===== config.mk =====
export PLATFORM = sky130hd
export DESIGN_NAME = regfile_wb_arbiter
export DESIGN_NICKNAME = d
export VERILOG_FILES = /design/src/rtl/regfile_wb_arbiter.sv
export SDC_FILE = /design/constraint.sdc
export NUM_CORES = 1
export LEC_CHECK = 0
export BUFFER_PORTS_ARGS = -buffer_cell sky130_fd_sc_hd__buf_2
export CAP_MARGIN = 10
export CORE_MARGIN = 3
export CORE_UTILIZATION = 50
export DETAILED_ROUTE_END_ITERATION = 12
export HOLD_SLACK_MARGIN = 0.02
export PLACE_DENSITY = 0.72
export SYNTH_ARGS = -nofsm -noshare
export SYNTH_HDL_FRONTEND = slang
export SYNTH_SLANG_ARGS = --single-unit

===== constraint.sdc =====
create_clock -name clk -period 6.9 [get_ports clk]
set_input_delay 0.345 -clock clk [delete_from_list [all_inputs] [get_ports clk]]
set_output_delay 0.345 -clock clk [all_outputs]
set_load 0.02 [all_outputs]

===== src/rtl/regfile_wb_arbiter.sv =====
// Two-requester write-back arbiter in front of the register file write port.
// Define WB_RR_EN for round-robin arbitration; otherwise requester 0 has fixed priority.

module regfile_wb_fifo #(
  parameter int DEPTH = 2
) (
  input  logic        clk,
  input  logic        areset,
  input  logic        push_valid,
  output logic        push_ready,
  input  logic [4:0]  push_rd,
  input  logic [31:0] push_data,
  input  logic        pop,
  output logic        head_valid,
  output logic [4:0]  head_rd,
  output logic [31:0] head_data
);

  localparam logic [1:0] FULL = 2'(DEPTH);

  logic [4:0]  rd_mem   [DEPTH];
  logic [31:0] data_mem [DEPTH];
  logic        wptr;
  logic        rptr;
  logic [1:0]  count;
  logic        push;

  assign push_ready = (count != FULL);
  assign push       = push_valid && push_ready;
  assign head_valid = (count != 2'd0);
  assign head_rd    = rd_mem[rptr];
  assign head_data  = data_mem[rptr];

  always_ff @(posedge clk or negedge areset) begin
    if (!areset) begin
      wptr  <= 1'b0;
      rptr  <= 1'b0;
      count <= 2'd0;
    end else begin
      if (push)
        wptr <= ~wptr;
      if (pop)
        rptr <= ~rptr;
      case ({push, pop})
        2'b10:   count <= count + 2'd1;
        2'b01:   count <= count - 2'd1;
        default: count <= count;
      endcase
    end
  end

  // Storage is not reset; count gates every read.
  always_ff @(posedge clk) begin
    if (push) begin
      rd_mem[wptr]   <= push_rd;
      data_mem[wptr] <= push_data;
    end
  end

endmodule

module regfile_wb_arbiter #(
  parameter int DEPTH = 2
) (
  input  logic        clk,
  input  logic        areset,
  input  logic        req0_valid,
  output logic        req0_ready,
  input  logic [4:0]  req0_rd,
  input  logic [31:0] req0_data,
  input  logic        req1_valid,
  output logic        req1_ready,
  input  logic [4:0]  req1_rd,
  input  logic [31:0] req1_data,
  output logic        WE3,
  output logic [4:0]  A3,
  output logic [31:0] WD3,
  output logic        grant,
  output logic        idle
);

  logic        h0_valid;
  logic        h1_valid;
  logic [4:0]  h0_rd;
  logic [4:0]  h1_rd;
  logic [31:0] h0_data;
  logic [31:0] h1_data;
  logic        sel0;
  logic        sel1;
  logic        any_sel;
  logic [4:0]  sel_rd;
  logic [31:0] sel_data;
  logic        do_write;

  regfile_wb_fifo #(.DEPTH(DEPTH)) u_fifo0 (
    .clk        (clk),
    .areset     (areset),
    .push_valid (req0_valid),
    .push_ready (req0_ready),
    .push_rd    (req0_rd),
    .push_data  (req0_data),
    .pop        (sel0),
    .head_valid (h0_valid),
    .head_rd    (h0_rd),
    .head_data  (h0_data)
  );

  regfile_wb_fifo #(.DEPTH(DEPTH)) u_fifo1 (
    .clk        (clk),
    .areset     (areset),
    .push_valid (req1_valid),
    .push_ready (req1_ready),
    .push_rd    (req1_rd),
    .push_data  (req1_data),
    .pop        (sel1),
    .head_valid (h1_valid),
    .head_rd    (h1_rd),
    .head_data  (h1_data)
  );

`ifdef WB_RR_EN
  // last_grant = 1 after reset so requester 0 wins the first tie.
  logic last_grant;

  always_comb begin
    sel0 = h0_valid && (!h1_valid || last_grant);
    sel1 = h1_valid && (!h0_valid || !last_grant);
  end

  always_ff @(posedge clk or negedge areset) begin
    if (!areset)
      last_grant <= 1'b1;
    else if (sel0 || sel1)
      last_grant <= sel1;
  end
`else
  always_comb begin
    sel0 = h0_valid;
    sel1 = h1_valid && !h0_valid;
  end
`endif

  always_comb begin
    any_sel  = sel0 || sel1;
    sel_rd   = 5'd0;
    sel_data = 32'd0;
    unique case (1'b1)
      sel0: begin
        sel_rd   = h0_rd;
        sel_data = h0_data;
      end
      sel1: begin
        sel_rd   = h1_rd;
        sel_data = h1_data;
      end
      default: ;
    endcase
    do_write = any_sel && (sel_rd != 5'd0);
  end

  // x0 entries burn the slot but leave address/data/grant untouched.
  always_ff @(posedge clk or negedge areset) begin
    if (!areset) begin
      WE3   <= 1'b0;
      A3    <= 5'd0;
      WD3   <= 32'd0;
      grant <= 1'b0;
    end else begin
      WE3 <= do_write;
      if (do_write) begin
        A3    <= sel_rd;
        WD3   <= sel_data;
        grant <= sel1;
      end
    end
  end

  assign idle = !h0_valid && !h1_valid && !WE3;

endmodule


==> impl_summary.md <==
Route
The first-iteration detailed-routing DRC count is 207. The DRC violation count after routing is 0. For this block, the routed nets add up to 14.2 mm of wire.

The via density per instance is 5.35. Once detail routing completed, the nets flagged for antenna violations numbered 0. The post-detailed-route wirelength per cell is 19.8 µm. The routed via count is 3853. For this run, the detailed router's first-pass iteration total came to 5.

Placement
The number of cells after detailed placement is 686. The quantity of I/O buffers inserted on ports is 119. The HPWL after detailed placement is 8.91 mm.

The routability congestion estimate is 0.770.

STA
The share of the clock period used by the worst path is 49.7%. The relative max-transition margin is 23.9%. Setup repair after global routing left no endpoint under its margin. Between clock sinks in the finished design, the worst skew comes to 0.0125 ns. Based on the critical path, the design can be clocked at up to 292 MHz. The transition time at the pin with the least slew margin is 1.14 ns.

The accumulated negative setup slack is 0 ns. Setup violations remaining at the end of the flow were counted as 0. The number of hold violations in the final report was 0. The max-slew violation total from the final report is 0. The final period demand of the worst path is 3.43 ns.

Critical path
The worst path arrival time is 3.74 ns. The critical path in this run is classified as register to register. The worst setup path is captured at a register. The cell depth of the worst flop-to-flop path is 6. Along the worst path, the maximum fanout reaches 41. The kind of start point of the critical path is a register. For the worst setup path, the data required time is 7.21 ns.

Synthesis
The primary flip-flop cell chosen by synthesis mapping is edfxtp_1. The number of different library cells used by synthesis comes to 28. Of all flip-flops after synthesis, the portion carrying an async set or reset was 24.1%. The post-synthesis sequential area ratio is 75.3%.

The number of enable-type register cells in the synthesized netlist is 148. The cell area after technology mapping is 0.00747 mm². The number of nets in the synthesized netlist is 479. Synthesis inferred 195 register bits. The instance count of the mapped netlist is 399. For this run, the number of Yosys warnings is 0.

A synthesized cell averages 18.7 µm².

Clocking
For the worst-skew pair, the clock arrives at the later sink with an insertion delay of 0.43 ns. In this run the number of H-tree levels came out at 4. In this run, post-CTS hold repair placed 0 buffers. The CTS clock-pin slew for the worst setup and hold paths is 0.06 ns. The number of clock buffers added by TritonCTS is 17. Clock tree synthesis found a total of 195 sinks. The number of buffers between clock root and the deepest sink is 2. The post-cts gate resize count is 0. TritonCTS built the clock tree. The master cell of the clock root buffer is clkbuf_16. The post-CTS setup repair buffer count is 0.

Final layout
Of the cells placed in the final design, the portion with a size suffix greater than 1 is 35.9%. Fill cells in the final layout number 1071. The net count reported at finish is 602. The leading cell type in the layout, fill and taps excluded is edfxtp_1.

Once layout is complete, the cells apart from fillers number 720. Compared with the post-synthesis result, the final layout area differs by 18.8%. The library cells used most frequently in the layout, excluding fill and tap cells, are 148 x edfxtp_1, 119 x buf_2, 74 x mux2i_1, 45 x dfrtp_1, 32 x o22ai_1.

Power and ir drop
The peak ir drop on the vdd network is 0.186 mV. In this run the power density over the cells is 489 mW/mm². The cell leakage power is 3.60 nW. The overall power consumption is 0.00433 W.

Min path
The path type of the worst min-delay path is input pin to async pin.

Die
The area inside the core boundary is 0.0146 mm². The starting density of the core is 51.2%. The die covers 0.0164 mm².

The total number of placement rows is 44. The floorplan step set the die height to 128 µm. For this design the top-level I/O count stands at 120. The overall die width is 128 µm.

Global routing
The global-route usage over all layers is 18.0%. The number of antenna violations at the first check in global routing is 1. The maximum number of pins on one net before global-route repair is 48. The wire length of the first global-routing pass is 22.1 mm. The total grt overflow is 0. The via count of the first global-routing pass is 4226.

Run status
The flow ran to the end, and the final reports show no timing, DRC or antenna violations.

Run
The reported max-cap violation count is 0.
[state kept, by name, indices dropped and copies added (netlist names)]
name	count
A3	5
u_fifo0.rptr	1
u_fifo1.wptr	1
u_fifo0.wptr	1
u_fifo1.rd_mem	10
u_fifo1.count	2
u_fifo1.data_mem	64
WE3	1
u_fifo0.data_mem	64
WD3	32
u_fifo0.rd_mem	10
grant	1
u_fifo1.rptr	1
u_fifo0.count	2
[cells by family (layout without fill, tap and decap cells)]
| group | Yosys count | in the layout | share of synthesized area, % |
|---|---|---|---|
| flops | 195 | 195 | 75.3 |
| mux | 107 | 107 | 16.4 |
| compound gates | 40 | 40 | 3.74 |
| simple gates | 24 | 24 | 1.59 |
| buf+inv | 21 | 157 | 1.52 |
| xor+xnor | 10 | 10 | 1.17 |
| fa+ha+maj | 2 | 2 | 0.335 |
| other cells | 0 | 1 | 0 |
[path summary, 6_finish.rpt]
| check | startpoint | end | slack (ns) |
|---|---|---|---|
| setup / recovery | u_fifo0.count[0] | WD3[26] | 3.47 |
| max in group asynchronous | areset | u_fifo1.rptr | 6.42 |
| setup reg to reg | u_fifo0.count[0] | WD3[26] | 3.47 |
| hold reg to reg | A3[2] | A3[2] | 0.50 |
| min in group clk | req0_data[12] | u_fifo0.data_mem[1][12] | 0.10 |
| hold / removal | areset | WD3[19] | 0.02 |
[synth_stat cells (4+ instances only)]
| library cell | number | area, µm² |
|---|---|---|
| nor2_1 | 6 | 22.5 |
| nand2_1 | 6 | 22.5 |
| nand3_1 | 4 | 20.0 |
| buf_1 | 4 | 15.0 |
| clkbuf_1 | 9 | 33.8 |
| buf_6 | 4 | 45.0 |
| o221ai_1 | 4 | 35.0 |
| mux2_4 | 29 | 435 |
| mux2i_1 | 74 | 741 |
| edfxtp_1 | 148 | 4440 |
| dfrtp_1 | 47 | 1180 |
| xnor2_1 | 8 | 70.1 |
| mux2_2 | 4 | 45.0 |
| o22ai_1 | 32 | 200 |
[layer usage]
layer | track usage, % | wire length (µm)
met5 | 0 | 0
met4 | 8.11 | 218
met3 | 4.13 | 697
met2 | 31.3 | 7660
met1 | 21.4 | 5650
[layout make-up]
type	instances	area [µm²]	share of cell area [%]
timing repair buffer	123	638	7.19
inverter	2	7.51	0.0846
clock inverter	11	161	1.82
antenna	1	2.50	0.0282
sequential	195	5620	63.4
clock buffer	21	440	4.96
multi-input combinational	183	1770	19.9
tap	184	230	2.60
[power by group]
group	switching, W	internal (W)	total [W]
sequential	0.000170	0.00166	0.00183
clock	0.000392	0.000603	0.000994
combinational	0.000834	0.000676	0.00151
[per-stage QoR]
stage | instance area [µm²] | hold WS, ns | util (%) | setup WS [ns]
after floorplan | 7470 | 0.0494 | - | 4.08
after global placement | 8250 | 0.489 | 56.5 | 3.59
after detailed placement | 8250 | 0.495 | 56.5 | 3.45
after CTS | 8850 | 0.0385 | 60.7 | 3.45
after global routing | 8870 | 0.0765 | 60.8 | 3.20
final | 8870 | 0.0197 | 60.8 | 3.47
[worst max-delay path: stages, from the launching register on]
cell	delay (ns)
dfrtp_1	0.45
nor2_4	0.85
o21ai_4	0.56
inv_1	0.31
a31oi_4	0.18
nand2_4	0.53
mux2_2	0.40
No activity file was read; power rests on OpenSTA's default activity.
